File: config.mk
export PLATFORM = sky130hd
export DESIGN_NAME = reflet_interrupt_ctrl_flat
export DESIGN_NICKNAME = d
export VERILOG_FILES = /design/src/rtl/reflet_interrupt_ctrl_pkg.sv /design/src/rtl/reflet_interrupt_ctrl_if.sv /design/src/rtl/reflet_int_stack.sv /design/src/rtl/reflet_interrupt_ctrl.sv /design/src/flat_wrapper.sv
export SDC_FILE = /design/constraint.sdc
export NUM_CORES = 1
export LEC_CHECK = 0
export CORE_MARGIN = 5
export CORE_UTILIZATION = 25
export CTS_CLUSTER_DIAMETER = 200
export DETAILED_ROUTE_END_ITERATION = 10
export GPL_TIMING_DRIVEN = 0
export PLACE_DENSITY = 0.51
export SYNTH_ARGS = -nofsm -noshare
export SYNTH_HDL_FRONTEND = slang
export SYNTH_SLANG_ARGS = --single-unit
File: constraint.sdc
create_clock -name clk -period 6.2 [get_ports clk]
set_input_delay 0.93 -clock clk [delete_from_list [all_inputs] [get_ports clk]]
set_output_delay 0.93 -clock clk [all_outputs]
set_load 0.1 [all_outputs]
File: src/rtl/reflet_interrupt_ctrl_pkg.sv
// Shared CPU constants used by the interrupt controller: instruction
// encodings it decodes and the register id of the program counter.
package reflet_interrupt_ctrl_pkg;

   localparam logic [3:0] opp_setint   = 4'hE;
   localparam logic [7:0] inst_setmask = 8'h0D;
   localparam logic [7:0] inst_retint  = 8'h0E;
   localparam logic [3:0] pc_id        = 4'd14;

endpackage

File: src/rtl/reflet_interrupt_ctrl_if.sv
// CPU-side connection of the interrupt controller: the instruction/register
// inputs it observes and the register-write request it issues back.
interface reflet_interrupt_ctrl_if #(
   parameter int WORDSIZE = 16
);
   logic [7:0]          instruction;
   logic [WORDSIZE-1:0] working_register;
   logic [WORDSIZE-1:0] pc_in;
   logic                ram_not_ready;
   logic [WORDSIZE-1:0] out;
   logic [3:0]          out_reg;
   logic                int_strobe;

   modport master (
      output instruction, working_register, pc_in, ram_not_ready,
      input  out, out_reg, int_strobe
   );

   modport slave (
      input  instruction, working_register, pc_in, ram_not_ready,
      output out, out_reg, int_strobe
   );
endinterface

File: src/rtl/reflet_int_stack.sv
// LIFO holding {return PC, previous level} for each nested interrupt.
// Push on a full stack or pop on an empty one is ignored.
module reflet_int_stack #(
   parameter int WIDTH = 21,
   parameter int DEPTH = 4
) (
   input  logic                       clk,
   input  logic                       reset,
   input  logic                       i_push,
   input  logic                       i_pop,
   input  logic [WIDTH-1:0]           i_data,
   output logic [WIDTH-1:0]           o_top,
   output logic [$clog2(DEPTH+1)-1:0] o_count,
   output logic                       o_full,
   output logic                       o_empty
);
   localparam int PTR_W = $clog2(DEPTH + 1);
   localparam int IDX_W = (DEPTH > 1) ? $clog2(DEPTH) : 1;

   logic [PTR_W-1:0] r_sp;
   logic [WIDTH-1:0] r_mem [DEPTH];

   logic             w_do_push;
   logic             w_do_pop;
   logic [IDX_W-1:0] w_wr_idx;
   logic [IDX_W-1:0] w_top_idx;

   assign o_full    = (r_sp == PTR_W'(DEPTH));
   assign o_empty   = (r_sp == '0);
   assign o_count   = r_sp;
   assign w_do_push = i_push & ~o_full;
   assign w_do_pop  = i_pop & ~o_empty;
   assign w_wr_idx  = IDX_W'(r_sp);
   assign w_top_idx = IDX_W'(r_sp - PTR_W'(1));
   assign o_top     = r_mem[w_top_idx];

   always_ff @(posedge clk or posedge reset) begin
      if (reset) begin
         r_sp <= '0;
      end else if (w_do_push) begin
         r_sp <= r_sp + PTR_W'(1);
      end else if (w_do_pop) begin
         r_sp <= r_sp - PTR_W'(1);
      end
   end

   // Entry contents are only meaningful below the pointer, so they need no reset.
   always_ff @(posedge clk) begin
      if (w_do_push) begin
         r_mem[w_wr_idx] <= i_data;
      end
   end

endmodule

File: src/rtl/reflet_interrupt_ctrl.sv
// Prioritised, nestable interrupt controller for the Reflet CPU: latches
// request edges, enters the lowest eligible channel and returns on retint.
module reflet_interrupt_ctrl
   import reflet_interrupt_ctrl_pkg::*;
#(
   parameter int WORDSIZE   = 16,
   parameter int NUM_INT    = 8,
   parameter int NEST_DEPTH = 4
) (
   input  logic                   clk,
   input  logic                   reset,
   input  logic [NUM_INT-1:0]     ext_int,
   reflet_interrupt_ctrl_if.slave bus
);
   localparam int LVL_W   = $clog2(NUM_INT + 1);
   localparam int CH_W    = (NUM_INT > 1) ? $clog2(NUM_INT) : 1;
   localparam int PTR_W   = $clog2(NEST_DEPTH + 1);
   localparam int ENTRY_W = WORDSIZE + LVL_W;

   localparam logic [1:0] ST_IDLE   = 2'd0;
   localparam logic [1:0] ST_ACTIVE = 2'd1;
   localparam logic [1:0] ST_FULL   = 2'd2;

   logic [NUM_INT-1:0]  r_ext_prev;
   logic [NUM_INT-1:0]  r_pending;
   logic [NUM_INT-1:0]  r_mask;
   logic [WORDSIZE-1:0] r_vector [NUM_INT];
   logic [LVL_W-1:0]    r_level;
   logic [1:0]          r_state;

   logic                w_is_setint;
   logic                w_setint_ok;
   logic                w_is_setmask;
   logic                w_is_retint;
   logic [CH_W-1:0]     w_setint_ch;
   logic [NUM_INT-1:0]  w_eligible;
   logic [NUM_INT-1:0]  w_clear;
   logic [CH_W-1:0]     w_chan;
   logic                w_has_elig;
   logic                w_entry;
   logic                w_pop;
   logic [ENTRY_W-1:0]  w_top;
   logic [PTR_W-1:0]    w_stk_count;
   logic                w_stk_full;
   logic                w_stk_empty;
   logic [WORDSIZE-1:0] w_out;
   logic [3:0]          w_out_reg;
   logic                w_int;

   assign w_is_setint  = (bus.instruction[7:4] == opp_setint);
   assign w_setint_ok  = w_is_setint && (int'(bus.instruction[3:0]) < NUM_INT);
   assign w_setint_ch  = CH_W'(bus.instruction[3:0]);
   assign w_is_setmask = (bus.instruction == inst_setmask);
   assign w_is_retint  = (bus.instruction == inst_retint);

   // Only channels strictly more urgent than the one being served may preempt.
   always_comb begin
      w_eligible = '0;
      w_chan     = '0;
      w_has_elig = 1'b0;
      for (int i = 0; i < NUM_INT; i++) begin
         w_eligible[i] = r_pending[i] & r_mask[i] & (LVL_W'(i) < r_level);
      end
      for (int i = NUM_INT - 1; i >= 0; i--) begin
         if (w_eligible[i]) begin
            w_chan     = CH_W'(i);
            w_has_elig = 1'b1;
         end
      end
   end

   assign w_entry = w_has_elig && !bus.ram_not_ready && !w_is_retint &&
                    (r_state != ST_FULL) && !w_stk_full;
   assign w_pop   = w_is_retint && (r_state != ST_IDLE) && !w_stk_empty;

   always_comb begin
      w_clear = '0;
      if (w_entry) begin
         w_clear[w_chan] = 1'b1;
      end
   end

   reflet_int_stack #(
      .WIDTH (ENTRY_W),
      .DEPTH (NEST_DEPTH)
   ) u_stack (
      .clk     (clk),
      .reset   (reset),
      .i_push  (w_entry),
      .i_pop   (w_pop),
      .i_data  ({bus.pc_in, r_level}),
      .o_top   (w_top),
      .o_count (w_stk_count),
      .o_full  (w_stk_full),
      .o_empty (w_stk_empty)
   );

   // A new rising edge wins over the clear of an entry taken on the same edge.
   always_ff @(posedge clk or posedge reset) begin
      if (reset) begin
         r_ext_prev <= '0;
         r_pending  <= '0;
         r_mask     <= '1;
      end else begin
         r_ext_prev <= ext_int;
         r_pending  <= (r_pending & ~w_clear) | (ext_int & ~r_ext_prev);
         if (w_is_setmask) begin
            r_mask <= bus.working_register[NUM_INT-1:0];
         end
      end
   end

   always_ff @(posedge clk or posedge reset) begin
      if (reset) begin
         for (int i = 0; i < NUM_INT; i++) begin
            r_vector[i] <= '0;
         end
      end else if (w_setint_ok) begin
         r_vector[w_setint_ch] <= bus.working_register;
      end
   end

   always_ff @(posedge clk or posedge reset) begin
      if (reset) begin
         r_level <= LVL_W'(NUM_INT);
         r_state <= ST_IDLE;
      end else if (w_entry) begin
         r_level <= LVL_W'(w_chan);
         r_state <= (w_stk_count == PTR_W'(NEST_DEPTH - 1)) ? ST_FULL : ST_ACTIVE;
      end else if (w_pop) begin
         r_level <= w_top[LVL_W-1:0];
         r_state <= (w_stk_count == PTR_W'(1)) ? ST_IDLE : ST_ACTIVE;
      end
   end

   always_comb begin
      w_out     = '0;
      w_out_reg = '0;
      w_int     = 1'b0;
      if (!reset) begin
         if (w_entry) begin
            w_int     = 1'b1;
            w_out     = r_vector[w_chan];
            w_out_reg = pc_id;
         end else if (w_pop) begin
            w_out     = w_top[ENTRY_W-1 -: WORDSIZE];
            w_out_reg = pc_id;
         end else if (w_setint_ok || w_is_setmask) begin
            w_out = bus.working_register;
         end
      end
   end

   assign bus.out        = w_out;
   assign bus.out_reg    = w_out_reg;
   assign bus.int_strobe = w_int;

endmodule

File: src/flat_wrapper.sv
// flat-port wrapper written by rule: the top's interface ports become plain ports
module reflet_interrupt_ctrl_flat import reflet_interrupt_ctrl_pkg::*;
#(
   parameter int WORDSIZE   = 16,
   parameter int NUM_INT    = 8,
   parameter int NEST_DEPTH = 4
)
  (clk, reset, ext_int, bus_instruction, bus_working_register, bus_pc_in, bus_ram_not_ready, bus_out, bus_out_reg, bus_int_strobe);
  reflet_interrupt_ctrl_if #(.WORDSIZE(WORDSIZE)) bus_i ();
  input  logic clk;
  input  logic reset;
  input  logic [NUM_INT-1:0] ext_int;
  input wire logic [$bits(bus_i.instruction)-1:0] bus_instruction;
  input wire logic [$bits(bus_i.working_register)-1:0] bus_working_register;
  input wire logic [$bits(bus_i.pc_in)-1:0] bus_pc_in;
  input wire logic [$bits(bus_i.ram_not_ready)-1:0] bus_ram_not_ready;
  output wire logic [$bits(bus_i.out)-1:0] bus_out;
  output wire logic [$bits(bus_i.out_reg)-1:0] bus_out_reg;
  output wire logic [$bits(bus_i.int_strobe)-1:0] bus_int_strobe;
  assign bus_i.instruction = bus_instruction;
  assign bus_i.working_register = bus_working_register;
  assign bus_i.pc_in = bus_pc_in;
  assign bus_i.ram_not_ready = bus_ram_not_ready;
  assign bus_out = bus_i.out;
  assign bus_out_reg = bus_i.out_reg;
  assign bus_int_strobe = bus_i.int_strobe;
  reflet_interrupt_ctrl #(.WORDSIZE(WORDSIZE), .NUM_INT(NUM_INT), .NEST_DEPTH(NEST_DEPTH)) u_core (.clk(clk), .reset(reset), .ext_int(ext_int), .bus(bus_i));
endmodule
==> impl_metrics.csv <==
group,metric,value,unit
outcome,status,"completed",
sta,skew,0.01529,ns
global_route,grt_max_degree,102,
sta,rsz0062_at_grt,"false",
route,drtPass1Iterations,4,
floorplan,die_w,217.8,um
sta,slew_headroom,0.2445,
pwr,pwr-share-comb,0.229,
floorplan,dieArea,47420,um^2
pwr,p_leak,5.463,nW
pwr,switchingPower,1.354,mW
route,drt_iter0_drc,363,
setup_path,crit_path_end_kind,"output pin",
cells_and_area,final_nets,941,
synthesis,synth_edf_count,80,
sta,finalMaxSlewViolations,0,
job,drv_cap,0,
sta,tightest_slew,1.133,ns
global_route,grt_use_total,0.1186,
clocking,cts.sinks,241,
sta,timing.final.crit_share,0.9499,
clocking,clock_latency,0.53,ns
cells_and_area,antennaDiodeCount,0,
floorplan,fp.dieH,217.8,um
cells_and_area,drive_above_1_share,0.2876,
pwr,p_per_area,351.7,nW/um^2
pwr,switching_share,0.2935,
cells_and_area,syn_to_final_growth,21.55,%
pwr,internal_power,3.260,mW
clocking,clk_pin_slew_worst_paths,0.06,ns
global_route,grt_pass1_vias,7379,
placed_design,place.gp.congestion,0.8321,
synthesis,synth_common_cells,"dfrtp_1 (152), mux2_2 (137), edfxtp_1 (80)",
sta,whs,0.4222,ns
min_path,min_path_type,"reg2reg",
synthesis,ys_ff_latch,241,
sta,hold_viol,0,
sta,setup_viol,0,
pwr,seqPwrFrac,0.409,
synthesis,synth_cell_types,55,
placed_design,place_ws,-0.1565,ns
clocking,htreeDepth,1,
synthesis,async_reset_ff_frac,0.6680,
sta,fin_crit,5.889,ns
route,vias_per_cell,4.576,
sta,finalWorstSetupSlack,0.3107,ns
setup_path,critical_path_class,"in2out",
sta,fmax,169.8,MHz
clocking,cts_tree,"done",
clocking,cts_buffer_depth,3,
placed_design,numPortBuffers,61,
synthesis,synth_flop_cell,"dfrtp_1",
synthesis,synth_top_area_share,0.3525,
floorplan,coreArea,42890,um^2
pwr,pwr-share-clk,0.362,
synthesis,yosys_warnings,0,
clocking,cts_root_buf,"clkbuf_16",
synthesis,syn_area,10790,um^2
route,dr_total_vias,6813,
route,antenna_left,0,
global_route,antenna_found_initial,0,
synthesis,yosysTopAreaCell,"dfrtp_1",
setup_path,start_kind,"input pin",
placed_design,dpl.hpwl,20630,um
route,wl_per_cell,19.12,um
global_route,grt-ovfl-total,0,
setup_path,critPathMaxFanout,10,
synthesis,synth.avg_cell_area,13.59,um^2
setup_path,worstPathArrival,4.96,ns
route,drc,0,
pwr,ir_drop,0.0002329,V
synthesis,yosysMostFrequentCell,"dfrtp_1",
synthesis,syn-num-nets,851,
synthesis,ys_top_cells_by_area,"dfrtp_1 (35%), edfxtp_1 (22%), mux2_2 (14%), mux4_2 (4.2%), a211oi_1 (3.3%)",
sta,fin_setup_tns,0,ns
route,drt-total-wl,28470,um
floorplan,start_util,0.2516,
setup_path,required,5.27,ns
clocking,post_cts_buffers,0,
synthesis,ys_seq_area_frac,0.5970,
synthesis,synth_cells,794,
floorplan,rows,76,
clocking,cts_buffers,26,
global_route,grt_pass1_wl,44500,um
floorplan,io_pins,72,
state kept, by name (all words and copies together), names as in the netlist:
signal                  flops
u_core.r_vector           128
u_core.r_ext_prev           8
u_core.r_state              2
u_core.u_stack.o_count      3
u_core.r_level              4
u_core.r_mask               8
u_core.r_pending            8
u_core.u_stack.r_mem       80
repair_timing:
item / in CTS / in global routing
resized for setup: 21 / 20
hold buffers: 0 / 0
endpoints found under the setup margin: 11 / 17
cell usage in the layout, fill, tap and decap left out, types with 3 or more instances in the layout:
cell and count:
a211oi_1 48, clkdlybuf4s50_1 44, mux2_2 137, o21ai_0 30
o31ai_1 3, nand2_1 29, or4_1 16, a221oi_1 17
nand4_1 4, clkbuf_2 15, clkdlybuf4s15_2 5, nand3_1 4
a21oi_1 37, ha_1 6, and2_1 7, dfrtp_1 152
and3_1 19, edfxtp_1 80, clkbuf_8 7, nor3_1 4
clkinv_1 4, bufinv_16 4, mux4_2 20, clkbuf_16 27
buf_4 10, clkbuf_1 29, dfstp_2 9, o211ai_1 3
nand2b_1 3, inv_1 29, buf_2 10, dlymetal6s2s_1 6
a21boi_0 17, nor2_1 26
layout make-up:
class / instances / area, um^2
Fill cell: 4340 / 29770
Sequential cell: 241 / 6442
Multi-Input combinational cell: 464 / 3956
Clock buffer: 35 / 775.7
Tap cell: 585 / 732.0
Timing Repair Buffer: 62 / 634.4
Buffer: 59 / 291.5
Clock inverter: 13 / 165.2
Inverter: 30 / 120.1
worst max-delay path, stage by stage:
cell,delay [ns]
clkdlybuf4s50_1,0.57
and3b_1,0.19
nand4_1,0.29
a21oi_1,0.26
o21ai_0,0.27
nor2_1,0.65
clkbuf_1,0.48
a221oi_1,0.18
a21oi_1,0.26
clkdlybuf4s15_1,0.86
metal layers:
layer  GRT usage  part of all wire
met1      0.1580              0.45
met2      0.2014              0.49
met3     0.01402             0.031
met4     0.04019             0.034
met5           0                 0
power groups by stage:
| stage | sequential, mW | clock [mW] | combinational, mW |
|---|---|---|---|
| 2_1_floorplan | 1.89 | 0 | 0.761 |
| 3_5_place_dp | 1.92 | 0 | 1.07 |
| 6_report | 1.89 | 1.67 | 1.06 |
| 4_1_cts | 1.89 | 1.72 | 1.07 |
| 3_3_place_gp | 1.91 | 0 | 1.07 |
| 5_1_grt | 1.90 | 1.78 | 1.15 |
stage by stage:
step           utilization  cell area (um^2)  total power, mW  instances
2_1_floorplan            -             10790            2.647        794
3_3_place_gp        0.2829             12130            2.978       1440
3_5_place_dp        0.2839             12180            2.992       1441
4_1_cts             0.3058             13120            4.682       1489
5_1_grt             0.3059             13120            4.838       1489
6_report            0.3059             13120            4.614       1489
final timing paths:
| path | start | endpoint | slack [ns] | cells after the start |
|---|---|---|---|---|
| setup / recovery | bus_instruction[2] | bus_out[4] | 0.31 | 10 |
| hold / removal | u_core.r_ext_prev[6] | u_core.r_pending[6] | 0.42 | 1 |
| setup reg to reg | u_core.u_stack.o_count[0] | u_core.u_stack.r_mem[1][18] | 2.02 | 8 |
| hold reg to reg | u_core.r_ext_prev[6] | u_core.r_pending[6] | 0.42 | 1 |
| max in group asynchronous | reset | u_core.r_vector[108] | 4.33 | 3 |
| min in group asynchronous | reset | u_core.r_level[1] | 1.00 | 2 |
logic make-up after synthesis:
logic type,share of synthesized area
compound gates,0.1122
xor+xnor,0.0008117
fa+ha+maj,0.006956
buf+inv,0.03733
flops,0.5970
mux,0.1856
other cells,0.0003475
simple gates,0.05971
Note: power is estimated with default switching activity, not from simulation.
==> patch: new RTL, same flow settings <==
Reset style: synchronous (`reset`), changed in 4 clocked blocks.
--- a/src/rtl/reflet_int_stack.sv
+++ b/src/rtl/reflet_int_stack.sv
@@ -34,7 +34,7 @@
    assign w_top_idx = IDX_W'(r_sp - PTR_W'(1));
    assign o_top     = r_mem[w_top_idx];
 
-   always_ff @(posedge clk or posedge reset) begin
+   always_ff @(posedge clk) begin
       if (reset) begin
          r_sp <= '0;
       end else if (w_do_push) begin
--- a/src/rtl/reflet_interrupt_ctrl.sv
+++ b/src/rtl/reflet_interrupt_ctrl.sv
@@ -96,7 +96,7 @@
    );
 
    // A new rising edge wins over the clear of an entry taken on the same edge.
-   always_ff @(posedge clk or posedge reset) begin
+   always_ff @(posedge clk) begin
       if (reset) begin
          r_ext_prev <= '0;
          r_pending  <= '0;
@@ -110,7 +110,7 @@
       end
    end
 
-   always_ff @(posedge clk or posedge reset) begin
+   always_ff @(posedge clk) begin
       if (reset) begin
          for (int i = 0; i < NUM_INT; i++) begin
             r_vector[i] <= '0;
@@ -120,7 +120,7 @@
       end
    end
 
-   always_ff @(posedge clk or posedge reset) begin
+   always_ff @(posedge clk) begin
       if (reset) begin
          r_level <= LVL_W'(NUM_INT);
          r_state <= ST_IDLE;
Behaviour: same outputs for any inputs over 4 cycles, from zero or initial values and one cycle with reset high; that may be too few to reach the edited logic, so the function may still have changed.
==> patch against the original RTL <==
  * Sequential cell count stayed put
  * Final area up 2.4%
  * Die area increased by 2.8%
  * Critical path depth stayed put
  * Final cell count increased by 2.9%
  * Synthesized cell count is 3.1% higher
  * Count of clock-buffer cells in the layout stayed put
  * Clock skew shrank 6.9 ps
  * Setup slack lost 16 ps
  * Total power is 6.3% lower
  * First-iteration DRC count grew 16%
  * Synthesized area is 3.0% higher
  * Routed wire length rose by 5.9%
  * Critical path type is now reg2out
  * Highest routed layer is now met5
==> patch: results (changes against the original RTL) <==
- Status: finished, final reports clean
- Seq/Total Area, Yosys: 62.2% (+2.5 points)
- Dpl hpwl: 23,000 um (+11%)
- Filler cells: 4,480 (+3.2%)
- Initial drt markers: 422 (+16%)
- Cell variety after synth: 60 (+9.1%)
- Final #Nets: 978 (+3.9%)
- Arr. time, crit path: 4980 ps (+20 ps)
- Routed wl met2: 14,500 um (+4.6%)
- Cells after DPL: 1,484 (+3.0%)
- FF-to-FF setup slack: 2360 ps (+340 ps)
- Post-synth ARST share: 0% (-67 points)
- PwrDens: 322 nW/um^2 (-8.6%)
- Met2 GRT Util: 20.5% (+0.35 points)
- Via count: 6,957 (+2.1%)
- Clock skew: 8.41 ps (-6.88 ps)
- Hold Crit Start: u_core.r_pending[5]$_SDFF_PP0_
- Largest net degree at the start of global routing: 21 (-79%)
- FMAX: 0.169 GHz (-0.27%)
- Combinational logic power: 0.000847 W (-20%)
- Rel. slew slack: 8.52% (-16 points)
- Cells after Synth: 819 (+3.1%)
- Hold Crit Depth: 2 (+1)
- Cts bufs inserted: 27 (+3.8%)
- DP Worst Slack: 237 ps (+394 ps)
- Most instantiated cells after synthesis: edfxtp_1 (208), and3_1 (84), and2_1 (70)
- Grt met1 use: 15.9% (+0.074 points)
- Worst hold slack: 482 ps (+59.8 ps)
- Wirelength per Cell: 19.7 um (+3.0%)
- DR top layer: met5
- Worst reg2reg startpoint: u_core.u_stack.o_count[0]$_SDFFE_PP0P_
- Placed standard-cell area: 12,600 sq um (+3.5%)
- Internal power: 0.00308 W (-5.5%)
- Reg2Reg Depth: 9 (+1)
- Post_cts resized: 16 (-24%)
- Vias in the first global route: 7,530 (+2.0%)
- Slowest CP cell: dlygate4sd2_1
- Share of layout cells above drive strength 1: 16.9% (-12 points)
- Global Route Usage Sum: 12.0% (+0.18 points)
- Total Wirelength: 30,200 um (+5.9%)
- IO buf count: 70 (+15%)
- Reg2reg end: u_core.u_stack.r_mem[0][13]$_DFFE_PP_
- Clock share of power: 36.3% (about the same)
- Wire length on met3: 1460 um (+68%)
- CP peak stage delay: 920 ps (+60 ps)
- P_leak: 4.77 nW (-13%)
- GPL Wtd Cong: 0.790 (-5.1%)
- Detailed Routing Iterations Pass 1: 5 (+1)
==> patch: kinds of logic after synthesis <==
| group | after synthesis | synth area share [%] |
|---|---|---|
| adder cells (fa/ha/maj) | 6 | 0.676 |
| multiplexers | 37 | 5.78 |
| AND/OR/NAND/NOR | 290 | 15.5 |
| AO/OA/AOI/OAI | 155 | 12.1 |
| buffers and inverters | 87 | 3.63 |
| other | 1 | 0.0338 |
| XOR/XNOR | 2 | 0.158 |
| flip-flops | 241 | 62.2 |
==> patch: layout make-up <==
type / instances / area [sq um] / area share [%]
Sequential cell: 241 / 6910 / 51.4
Inverter: 22 / 82.6 / 0.615
Tap cell: 592 / 741 / 5.51
Multi-Input combinational cell: 491 / 3820 / 28.5
Buffer: 65 / 327 / 2.43
Timing Repair Buffer: 73 / 697 / 5.19
Clock inverter: 13 / 151 / 1.13
Clock buffer: 35 / 706 / 5.25
==> patch: worst min-delay path: cells and delay by family, from the launching register on <==
kind,cells,cell delay [ps]
AO/OA/AOI/OAI,2,120
flip-flops,1,310
